File: src/rtl/sdram_address_unmapping.sv
// sdram_address_unmapping: turns a (bank, row, column) burst request back into
// a stream of linear byte addresses. It supports linear and wrapping bursts,
// and it mirrors the bank/row/column split done by the SDRAM address decoder.

package sdram_address_unmapping_pkg;

    // Geometry fields. The number of column bits is 8+cols, the number of
    // row bits is 11+rows, and the byte shift is dqsize.
    typedef struct packed {
        logic       iam;
        logic [1:0] rows;
        logic [1:0] cols;
        logic [1:0] dqsize;
    } ctrl_t;

    typedef struct packed {
        ctrl_t ctrl;
    } csr_t;

endpackage

module sdram_address_unmapping
    import sdram_address_unmapping_pkg::*;
#(
    parameter int ADDR_SIZE = 32,
    parameter int MAX_CSIZE = 11,
    parameter int MAX_RSIZE = 13,
    parameter int BA_SIZE   = 2,
    parameter int BLEN_SIZE = 4
) (
    input  logic                 clk_i,
    input  logic                 rst_i,
    input  csr_t                 csr_i,
    input  logic                 req_valid_i,
    output logic                 req_ready_o,
    input  logic [BA_SIZE-1:0]   bank_i,
    input  logic [MAX_RSIZE-1:0] row_i,
    input  logic [MAX_CSIZE-1:0] column_i,
    input  logic [BLEN_SIZE-1:0] blen_i,
    input  logic                 wrap_i,
    output logic                 adr_valid_o,
    input  logic                 adr_ready_i,
    output logic [ADDR_SIZE-1:0] adr_o,
    output logic                 last_o
);

    typedef enum logic {IDLE, BURST} state_t;

    state_t state, state_nxt;

    // The burst context is captured at the handshake. Later csr_i edits
    // therefore cannot disturb a burst that is already running.
    ctrl_t                ctl_q;
    logic [BA_SIZE-1:0]   bank_q;
    logic [MAX_RSIZE-1:0] row_q;
    logic [MAX_CSIZE-1:0] col_q;
    logic [BLEN_SIZE-1:0] blen_q;
    logic                 wrap_q;
    logic [BLEN_SIZE-1:0] cnt_q;

    logic                 handshake;
    logic                 beat_done;
    logic [MAX_CSIZE-1:0] col_nxt;
    logic [MAX_CSIZE-1:0] col_in;
    logic [MAX_RSIZE-1:0] row_in;

    // Column mask: the low 8+cols bits. A shift by the full width gives zero,
    // so the largest setting keeps every column bit.
    function automatic logic [MAX_CSIZE-1:0] col_mask(input ctrl_t c);
        int unsigned cw;
        cw = 32'd8 + 32'(c.cols);
        return ~({MAX_CSIZE{1'b1}} << cw);
    endfunction

    // Row mask: the low 11+rows bits. This is saturated by the row port width.
    function automatic logic [MAX_RSIZE-1:0] row_mask(input ctrl_t c);
        int unsigned rw;
        rw = 32'd11 + 32'(c.rows);
        return ~({MAX_RSIZE{1'b1}} << rw);
    endfunction

    // Build the word address from fields that are already masked, then scale
    // it to a byte address. With iam set, the bank sits between the column
    // and the row. Only bank[1:0] is used in that layout, so BA_SIZE >= 2.
    function automatic logic [ADDR_SIZE-1:0] compose(
        input logic [BA_SIZE-1:0]   b,
        input logic [MAX_RSIZE-1:0] r,
        input logic [MAX_CSIZE-1:0] c,
        input ctrl_t                ctl
    );
        int unsigned          cw;
        int unsigned          rw;
        logic [ADDR_SIZE-1:0] w;
        cw = 32'd8 + 32'(ctl.cols);
        rw = 32'd11 + 32'(ctl.rows);
        if (!ctl.iam)
            w = (ADDR_SIZE'(b) << (cw + rw)) | (ADDR_SIZE'(r) << cw) | ADDR_SIZE'(c);
        else
            w = (ADDR_SIZE'(r) << (cw + 32'd2)) | (ADDR_SIZE'(b[1:0]) << cw) | ADDR_SIZE'(c);
        return w << ctl.dqsize;
    endfunction

    assign handshake   = req_valid_i && req_ready_o;
    assign beat_done   = adr_valid_o && adr_ready_i;
    assign req_ready_o = (state == IDLE);
    assign adr_valid_o = (state == BURST);

    assign col_in = column_i & col_mask(csr_i.ctrl);
    assign row_in = row_i & row_mask(csr_i.ctrl);

    // Next column for each burst type.
    // A wrapping burst only moves inside the aligned group of size blen+1,
    // which must be a power of two, so blen is itself the in-group mask.
    // A linear burst rolls over at the end of the row and stays in that row.
    always_comb begin
        col_nxt = col_q + MAX_CSIZE'(1);
        if (wrap_q)
            col_nxt = (col_q & ~MAX_CSIZE'(blen_q)) | (col_nxt & MAX_CSIZE'(blen_q));
        col_nxt = col_nxt & col_mask(ctl_q);
    end

    // State register
    always_ff @(posedge clk_i) begin
        if (rst_i) state <= IDLE;
        else       state <= state_nxt;
    end

    // Next-state logic: accept a request while idle, and leave BURST when
    // the final beat has been taken.
    always_comb begin
        state_nxt = state;
        case (state)
            IDLE:    if (req_valid_i)          state_nxt = BURST;
            BURST:   if (beat_done && last_o)  state_nxt = IDLE;
            default:                           state_nxt = IDLE;
        endcase
    end

    // Burst context and registered beat outputs. The outputs only advance
    // when a beat completes, so they hold steady while the consumer stalls.
    always_ff @(posedge clk_i) begin
        if (rst_i) begin
            ctl_q  <= '0;
            bank_q <= '0;
            row_q  <= '0;
            col_q  <= '0;
            blen_q <= '0;
            wrap_q <= 1'b0;
            cnt_q  <= '0;
            adr_o  <= '0;
            last_o <= 1'b0;
        end else if (handshake) begin
            ctl_q  <= csr_i.ctrl;
            bank_q <= bank_i;
            row_q  <= row_in;
            col_q  <= col_in;
            blen_q <= blen_i;
            wrap_q <= wrap_i;
            cnt_q  <= '0;
            adr_o  <= compose(bank_i, row_in, col_in, csr_i.ctrl);
            last_o <= (blen_i == '0);
        end else if (beat_done) begin
            if (last_o) begin
                last_o <= 1'b0;
                cnt_q  <= '0;
            end else begin
                cnt_q  <= cnt_q + BLEN_SIZE'(1);
                col_q  <= col_nxt;
                adr_o  <= compose(bank_q, row_q, col_nxt, ctl_q);
                last_o <= ((cnt_q + BLEN_SIZE'(1)) == blen_q);
            end
        end
    end

endmodule

File: config.mk
export PLATFORM = sky130hd
export DESIGN_NAME = sdram_address_unmapping
export DESIGN_NICKNAME = d
export VERILOG_FILES = /design/src/rtl/sdram_address_unmapping.sv
export SDC_FILE = /design/constraint.sdc
export NUM_CORES = 1
export LEC_CHECK = 0
export CAP_MARGIN = 20
export CORE_MARGIN = 2
export CORE_UTILIZATION = 45
export DETAILED_ROUTE_END_ITERATION = 8
export PLACE_DENSITY_LB_ADDON = 0.25
export SLEW_MARGIN = 20
export SYNTH_ARGS = -nofsm -noshare
export SYNTH_HDL_FRONTEND = slang
export SYNTH_SLANG_ARGS = --single-unit
File: constraint.sdc
create_clock -name clk_i -period 3.5 [get_ports clk_i]
set_input_delay 0.875 -clock clk_i [delete_from_list [all_inputs] [get_ports clk_i]]
set_output_delay 0.875 -clock clk_i [all_outputs]
set_load 0.02 [all_outputs]
==> results of run 1 <==
==> report_power, final <==
part / leakage [nW] / switching (mW) / internal, mW
Combinational: 2.53 / 0.680 / 0.541
Sequential: 0.625 / 0.0827 / 0.936
Clock: 0.155 / 0.437 / 0.603
==> metrics by stage <==
step                      hold WS, ps  utilization (%)  power (mW)  setup slack, ps
after floorplan                 436.3                -       1.759            261.6
after global placement          443.1            53.45       2.194           -310.7
after detailed placement        447.0            53.45       2.205           -396.8
after CTS                       456.6            55.48       3.229            25.09
after global routing            482.6            56.14       3.419           -28.59
final                           453.2            56.14       3.279            118.1
==> layout make-up <==
type                    count  share of cell area [%]
well taps                 216                   3.041
clock buffers              11                   2.844
inverters                  29                   1.225
flip-flops and latches     76                   17.12
multi-input cells         731                   60.10
repair buffers            151                   14.93
clock inverters             5                  0.7463
==> worst register-to-register path, cell delays in order (launching register included) <==
cell and delay, ps:
dfxtp_1 330, inv_1 70, ha_1 280, inv_1 40
ha_1 190, ha_1 440, nor2b_1 400, nand3b_1 150
and2_4 200, a2111oi_2 450, a2111oi_2 100, a311oi_1 280
==> cells in the mapped netlist, drive strengths merged, types with 9 or more instances <==
cell       n  area share, %
dfxtp     76             21
buf       45            3.3
mux4      30            9.4
nand4      9           0.78
xnor2     12            1.4
o221ai    11            1.4
o211ai    13            1.3
inv       28            1.4
nand2b    12            1.0
mux2i     32            4.6
o21ai     32            2.2
a221oi     9            1.3
a2111oi    9            1.3
a211o      9            1.1
a211oi    20            2.2
a21oi     76            5.3
nor3      22            1.7
mux2      26            4.2
a22oi     11            1.1
a31oi     14            1.2
nor2b     11           0.95
nand2    118            6.1
nor2      79            4.1
clkbuf    37            1.9
nand3     25            1.8
ha        10            1.7
==> final timing paths <==
check	start	endpoint	slack [ps]	cells after the start
worst max register to register	ctl_q[5]	adr_o[24]	480	11
worst max-delay path	csr_i[4]	adr_o[28]	120	14
worst min-delay path	ctl_q[5]	ctl_q[5]	450	2
worst min register to register	ctl_q[5]	ctl_q[5]	450	2
==> kinds of logic after synthesis <==
kind of cell | count (synthesis)
AO/OA/AOI/OAI | 282
XOR/XNOR | 19
adder cells (fa/ha/maj) | 11
buffers and inverters | 111
flip-flops | 76
multiplexers | 88
AND/OR/NAND/NOR | 331
==> state kept, by name, summed over array words and instances (netlist names) <==
signal,count
ctl_q,7
adr_o,32
bank_q,2
col_q,11
blen_q,4
wrap_q,1
last_o,1
adr_valid_o,1
cnt_q,4
row_q,13
==> repair_timing <==
item | in CTS | in global routing
pin swaps | 0 | 9
setup buffers | 0 | 2
setup endpoints to repair | 4 | 15
resized for setup | 1 | 24
==> per-layer routing <==
| metal | GRT usage [%] | part of all wire [%] |
|---|---|---|
| met5 | 0 | 0 |
| met4 | 7.322 | 1.8 |
| met3 | 4.438 | 7.7 |
| met2 | 46.75 | 46 |
| met1 | 42.28 | 44 |
==> flow_summary.toml, run 1 <==
[run_status]
status = "finished, final reports clean"

[final_layout]
final_nets = 1051
seq_area_um2 = 1521
final_cell_area_um2 = 8886
diodes = 0
final_cells = 1219
final_cell_mix = "nand2_1, nor2_1, dfxtp_1, a21oi_1"
final_common_cell = "nand2_1"
n_fill_cell = 1486
syn2layout_area_growth_pct = 22.53
multi_input_area_um2 = 5340
drive_gt1_share_pct = 18.84

[synth]
synth_fa_ha_area_share_pct = 2.001
synth_compound_area_share_pct = 27.64
ys_warn_count = 0
synth.distinct_cells = 91
synthCells = 918
synthMuxAreaShare_pct = 18.15
synth-xor-area-share_pct = 2.398
synth_top_family_by_area = "compound AO/OA/AOI/OAI gates"
synth_fp_nets = 971
yosysSeqAreaShare_pct = 20.98
synth.avg_cell_area_um2 = 7.900
netlist_area_um2 = 7252
synth_edf_count = 0
synthArstFlopShare_pct = 0
synth-seq-cells = 76
yosys.area_share.simple_pct = 22.07
ys.flop_type = "dfxtp_1"

[routing]
wirelength_um = 25020
drt-initial-drc-count = 879
ant_nets = 0
via_per_inst = 6.354
drc = 0
wl_per_cell_um = 20.52
firstDrtPassIters = 8
vias = 7746

[sta]
hold_viol = 0
finalSetupViolations = 0
period_needed_ps = 3382
rsz0062_at_grt = "yes"
setup_tns_ps = 0
finClkSkew_ps = 11.32
slew_headroom_pct = 37.38
worst_pin_slew_ps = 935.9
fin_crit_sh_pct = 96.63
fmax_mhz = 295.7
final_max_slew_viol_count = 0

[critical_path]
max_stage_delay_ps = 430
crit_chain = "clkdlybuf4s50_1 > inv_2 > buf_4 > ha_1 > inv_1 > fa_2 > xor2_2 > buf_4 > buf_4 > or3_1 > nand2_1 > o2111ai_1 > a21boi_2 > a221oi_2"
crit_arrival_ps = 3640
worst_setup_path_end_kind = "flop"
crit_path_start_kind = "input port"
path_class = "in -> reg"
critPathTopFamily = "buffers and inverters"
cp.required_ps = 3760
worstPathMaxFanout = 4
slowest_stage = "clkdlybuf4s50_1"
crit_top_cell = "buf_4"
crit_buf_inv = 6

[grt]
antenna_found_initial = 0
gr-total-overflow = 0
grt_pass1_wl_um = 39220
grt_start_max_net_pins = 37
first_global_vias = 7068
grt_usage_pct = 29.53

[clock_tree]
clkTransAtPathRegs_ps = 70
htreeDepth = 3
worstSkewPairLatency_ps = 350
tritoncts = "done"
cts_buffers = 9
cts_buffer_depth = 2
clock-sinks = 76
hold_buffers = 0
root_buffer = "clkbuf_16"

[floorplanning]
die_area_um2 = 17150
start_util_pct = 45.82
fp.dieH_um = 130.9
core_um2 = 15830
rows = 46
io_pins = 77
die_w_um = 130.9

[job]
cap_violations = 0

[place]
hpwl_um = 18760
portBuffers = 76
place_congestion = 0.9263
post-place-cells = 1201
placed_area_um2 = 8459

[power]
p_per_area_nw_per_um2 = 369.1
irDropWorstVdd_mv = 0.2657
leakagePower_nw = 3.309

[worst_hold_path]
hold_class = "reg -> reg"
Power figures use the tool's default switching activity.
==> run 2: changes to the inputs <==
- CORE_UTILIZATION: 45 -> 30
==> run 2 against run 1 <==
Maximum frequency decreased by 1.1%. First-iteration DRC count decreased by 23%. Die area increased by 48%. Routed wire length increased by 13%. Non-clock buffer count increased by 4. Critical path depth decreased by 1. Sequential power about the same. Sequential share of layout area decreased by 0.21 points. Hold slack improved by 11 ps. Clock power decreased by 8%.
==> flow_summary.toml, run 2 (synthesis results as in run 1) <==
[floorplanning]
die_w_um = 159.5
die_area_um2 = 25430
start_util_pct = 30.71
io_pins = 77
fp.dieH_um = 159.5
rows = 56
core_um2 = 23610

[power]
p_per_area_nw_per_um2 = 358.8
swShare_pct = 36.64
irDropWorstVdd_mv = 0.2126
seqPwrFrac_pct = 31.8
pwr-share-clk_pct = 29.6
pwr-share-comb_pct = 38.6
power_switching_mw = 1.182
leakagePower_nw = 3.314
p_int_mw = 2.045
power_mw = 3.228

[sta]
slew_headroom_pct = 47.20
period_needed_ps = 3421
setup_tns_ps = 0
worst_pin_slew_ps = 790.9
rsz0062_at_grt = "yes"
finClkSkew_ps = 7.476
final_max_slew_viol_count = 0
fin_crit_sh_pct = 97.73
fmax_mhz = 292.3
finalSetupViolations = 0
hold_viol = 0

[routing]
drt-initial-drc-count = 676
wl_per_cell_um = 21.27
drc = 0
ant_nets = 0
wirelength_um = 28170
firstDrtPassIters = 5
via_per_inst = 5.773
vias = 7643

[clock_tree]
root_buffer = "clkbuf_16"
cts_buffer_depth = 2
htreeDepth = 3
clock-sinks = 76
tritoncts = "done"
worstSkewPairLatency_ps = 350
cts_buffers = 9
clkTransAtPathRegs_ps = 60

[final_layout]
n_fill_cell = 2484
syn2layout_area_growth_pct = 24.03
max_flop_register = "adr_o"
final_cell_area_um2 = 8995
largest_reg_flops = 32
drive_gt1_share_pct = 18.41
final_cell_mix = "nand2_1, nor2_1, buf_4, dfxtp_1, clkdlybuf4s50_1"
multi_input_area_um2 = 5306
diodes = 0
fin_util_pct = 38.09
final_common_cell = "nand2_1"
largestRegisters = "adr_o (32), row_q (13), col_q (11)"
seq_area_um2 = 1521
final_nets = 1055

[job]
cap_violations = 0

[critical_path]
worst_setup_path_end_kind = "flop"
cp.required_ps = 3710
max_stage_delay_ps = 490
rrSetupSlack_ps = 470
path_class = "in -> reg"
crit_arrival_ps = 3630
crit_path_start_kind = "input port"
worstPathMaxFanout = 6
crit_chain = "clkdlybuf4s50_1 > inv_1 > buf_4 > ha_1 > inv_1 > fa_2 > nand3b_1 > nor4b_1 > buf_4 > a2111oi_2 > a31oi_1 > a2111oi_1 > a311oi_1"
slowest_stage = "fa_2"

[place]
portBuffers = 76
placed_area_um2 = 8646
place_congestion = 0.9100
hpwl_um = 21100

[grt]
grt_usage_pct = 21.77
grt_pass1_wl_um = 43620
first_global_vias = 7352
antenna_found_initial = 0
grt_start_max_net_pins = 46
gr-total-overflow = 0

[worst_hold_path]
hold_class = "reg -> reg"

[run_status]
status = "finished, final reports clean"
run 2: cell count changes in the layout (fill, tap and decap cells not counted), sizes merged:
cell,delta
buf,+4
inv,-3
clkinv,+2
clkbuf,-1
run 2: path summary, 6_finish.rpt:
kind              startpoint   endpoint  depth (start not counted)
setup / recovery    csr_i[4]  adr_o[24]                         13
hold / removal      ctl_q[5]   ctl_q[5]                          2
setup reg to reg    ctl_q[5]  adr_o[24]                         11
hold reg to reg     ctl_q[5]   ctl_q[5]                          2
run 2: layer usage:
metal | global-route usage [%] | vias up | share of wire [%]
met2 | 34.69 | 285 | 46
met4 | 6.777 | 0 | 2.3
met3 | 4.116 | 39 | 6.6
met5 | 0 | - | 0
met1 | 29.75 | 3682 | 45
li1 | - | 3637 | -
run 2: timing repair:
| item | in CTS | in global routing |
|---|---|---|
| gates resized for setup | 2 | 11 |
| pin swaps | 0 | 3 |
| setup endpoints to repair | 2 | 14 |
| hold buffers | 0 | 0 |
| setup buffers | 0 | 0 |
run 2: worst max-delay path, delay by kind of cell:
family                     cells  cell delay, ps
AOI/OAI and AO/OA              4             980
buffers and inverters          5             900
adders and majority gates      2             670
and+or+nand+nor                2             210
run 2: final cells by class:
class / count / share of cell area (%)
Multi-Input combinational cell: 731 / 58.99
Clock buffer: 10 / 2.657
Sequential cell: 76 / 16.91
Tap cell: 319 / 4.437
Clock inverter: 4 / 0.5703
Inverter: 29 / 1.210
Timing Repair Buffer: 155 / 15.22
run 2: stage by stage:
| stage | instances | setup slack, ps | hold WS (ps) |
|---|---|---|---|
| floorplan | 918 | 261.6 | 436.3 |
| global placement | 1310 | -340.7 | 448.0 |
| detailed placement | 1310 | -404.9 | 459.0 |
| CTS | 1324 | 20.56 | 467.8 |
| global route | 1324 | -51.43 | 510.4 |
| finish | 1324 | 79.42 | 464.0 |
run 2: power by group through the flow:
| stage | Combinational, mW | Sequential, mW | Clock [mW] |
|---|---|---|---|
| after global placement | 1.21 | 1.04 | 0 |
| after global routing | 1.34 | 1.03 | 1.00 |
| final | 1.25 | 1.02 | 0.955 |
| after detailed placement | 1.22 | 1.04 | 0 |
| after CTS | 1.23 | 1.02 | 0.969 |
| after floorplan | 0.708 | 1.05 | 0 |
==> run 3: changes to the inputs <==
- DONT_BUFFER_PORTS: not set -> 1
- clock period: 3.5 -> 4.2 ns (I/O delays scaled with it)
==> run 3 against run 2 <==
Power shrank 26%. Setup slack gained 710 ps. Hold slack gained 23 ps. Critical path type unchanged. Highest routed layer unchanged. Critical path depth shrank 4. Clock power shrank 20%. Clock skew grew 1.5 ps.
==> flow_summary.toml, run 3 (synthesis results as in run 1) <==
[grt]
use_met3_pct = 5.600
gr-total-overflow = 0
grt_start_max_net_pins = 75
grt_pass1_wl_um = 41210
use_met2_pct = 32.92
first_global_vias = 6683
top_usage_layer = "met2"
gr-usage-met1_pct = 27.30
antenna_found_initial = 1
grt_usage_pct = 20.71

[final_layout]
fin_util_pct = 32.57
drive_gt1_share_pct = 12.87
final_common_cell = "nand2_1"
diodes = 0
final_cell_mix = "nand2_1, nor2_1, dfxtp_1, a21oi_1, mux2i_1"
syn2layout_area_growth_pct = 6.039
final_cell_area_um2 = 7690
max_flop_register = "adr_o"
final_nets = 918
largestRegisters = "adr_o (32), row_q (13), col_q (11)"
largest_reg_flops = 32

[sta]
period_needed_ps = 3413
worst_pin_slew_ps = 927.3
final_max_slew_viol_count = 0
fin_crit_sh_pct = 81.26
finalSetupViolations = 0
hold_slack_ps = 486.7
slew_headroom_pct = 37.95
fin_ws_ps = 787.0
finClkSkew_ps = 8.949
setup_tns_ps = 0
hold_viol = 0
rsz0062_at_grt = "no"
fmax_mhz = 293.0

[critical_path]
crit_path_start_kind = "input port"
reg2reg_depth = 11
rrSetupSlack_ps = 1060
crit_arrival_ps = 3670
cp.required_ps = 4460
path_class = "in -> reg"
worstPathMaxFanout = 11
worst_setup_path_end_kind = "flop"

[clock_tree]
htreeDepth = 3
tritoncts = "done"
clkTransAtPathRegs_ps = 60
cts.repair.resized = 0
cts_buffer_depth = 2
postCtsSetupBuffers = 0
root_buffer = "clkbuf_16"
hold_buffers = 0
cts_buffers = 9
worstSkewPairLatency_ps = 360
clock-sinks = 76

[floorplanning]
rows = 56
die_w_um = 159.5
io_pins = 77
fp.dieH_um = 159.5
core_um2 = 23610
die_area_um2 = 25430
start_util_pct = 30.71

[power]
pwr-share-comb_pct = 30.1
power_switching_uw = 893.2
swShare_pct = 37.44
pwr-share-clk_pct = 31.9
seqPwrFrac_pct = 38.0
leakagePower_nw = 2.712
irDropWorstVdd_mv = 0.1904
p_int_mw = 1.492
p_per_area_nw_per_um2 = 310.2

[place]
hpwl_um = 19920
placed_area_um2 = 7412
place_congestion = 0.9316
dp_slack_ps = 512.2
portBuffers = 0

[job]
cap_violations = 0

[routing]
drc = 0
via_per_inst = 6.023
wl_per_cell_um = 22.63
firstDrtPassIters = 5
vias = 7161
wirelength_um = 26910
ant_nets = 0
drt-initial-drc-count = 716

[worst_hold_path]
min_path_cells = 2
hold_class = "reg -> reg"

[run_status]
status = "finished, final reports clean"
==> run 3: cell count changes in the layout (fill, tap and decap cells not counted), moves of 2 or more <==
cell / delta
buf_4: -59
a211oi_2: -2
a211oi_1: +2
buf_12: -2
buf_2: -2
a21oi_1: +2
clkdlybuf4s50_1: -74
==> run 3: worst max-delay path: stages <==
cell	delay [ps]
inv_1	30
ha_1	350
fa_1	740
nand3b_1	150
nor4b_1	550
a2111oi_2	90
a31oi_1	280
a2111oi_1	140
a311oi_1	290
==> run 3: path summary, 6_finish.rpt <==
check             startpoint         to
setup / recovery    csr_i[4]  adr_o[24]
hold / removal     col_q[10]  col_q[10]
setup reg to reg    ctl_q[3]  adr_o[24]
hold reg to reg    col_q[10]  col_q[10]
==> run 3: layer usage <==
metal  share of wire [%]  up-vias
met5                   0        -
met4                 2.5        0
met3                 8.3       43
met2                  47      292
met1                  43     3467
li1                    -     3359
==> run 3: power by group through the flow <==
stage          Combinational (mW)  Clock (mW)  Sequential [mW]
3_3_place_gp                0.707           0            0.924
3_5_place_dp                0.708           0            0.923
4_1_cts                     0.711       0.773            0.907
6_report                    0.719       0.760            0.906
2_1_floorplan               0.590           0            0.876
5_1_grt                     0.786       0.809            0.916
==> run 3: per-stage QoR <==
step,std cells,power (mW)
5_1_grt,1189,2.511
3_5_place_dp,1173,1.631
3_3_place_gp,1173,1.631
2_1_floorplan,918,1.466
4_1_cts,1189,2.391
6_report,1189,2.386
==> run 3: final cells by class <==
| cell class | count | area (µm²) |
|---|---|---|
| clock buffer | 11 | 242.7 |
| inverter | 29 | 108.9 |
| timing repair buffer | 18 | 135.1 |
| fill | 2524 | 15920 |
| tap | 319 | 399.1 |
| sequential | 76 | 1521 |
| clock inverter | 5 | 35.03 |
| multi-input combinational | 731 | 5248 |
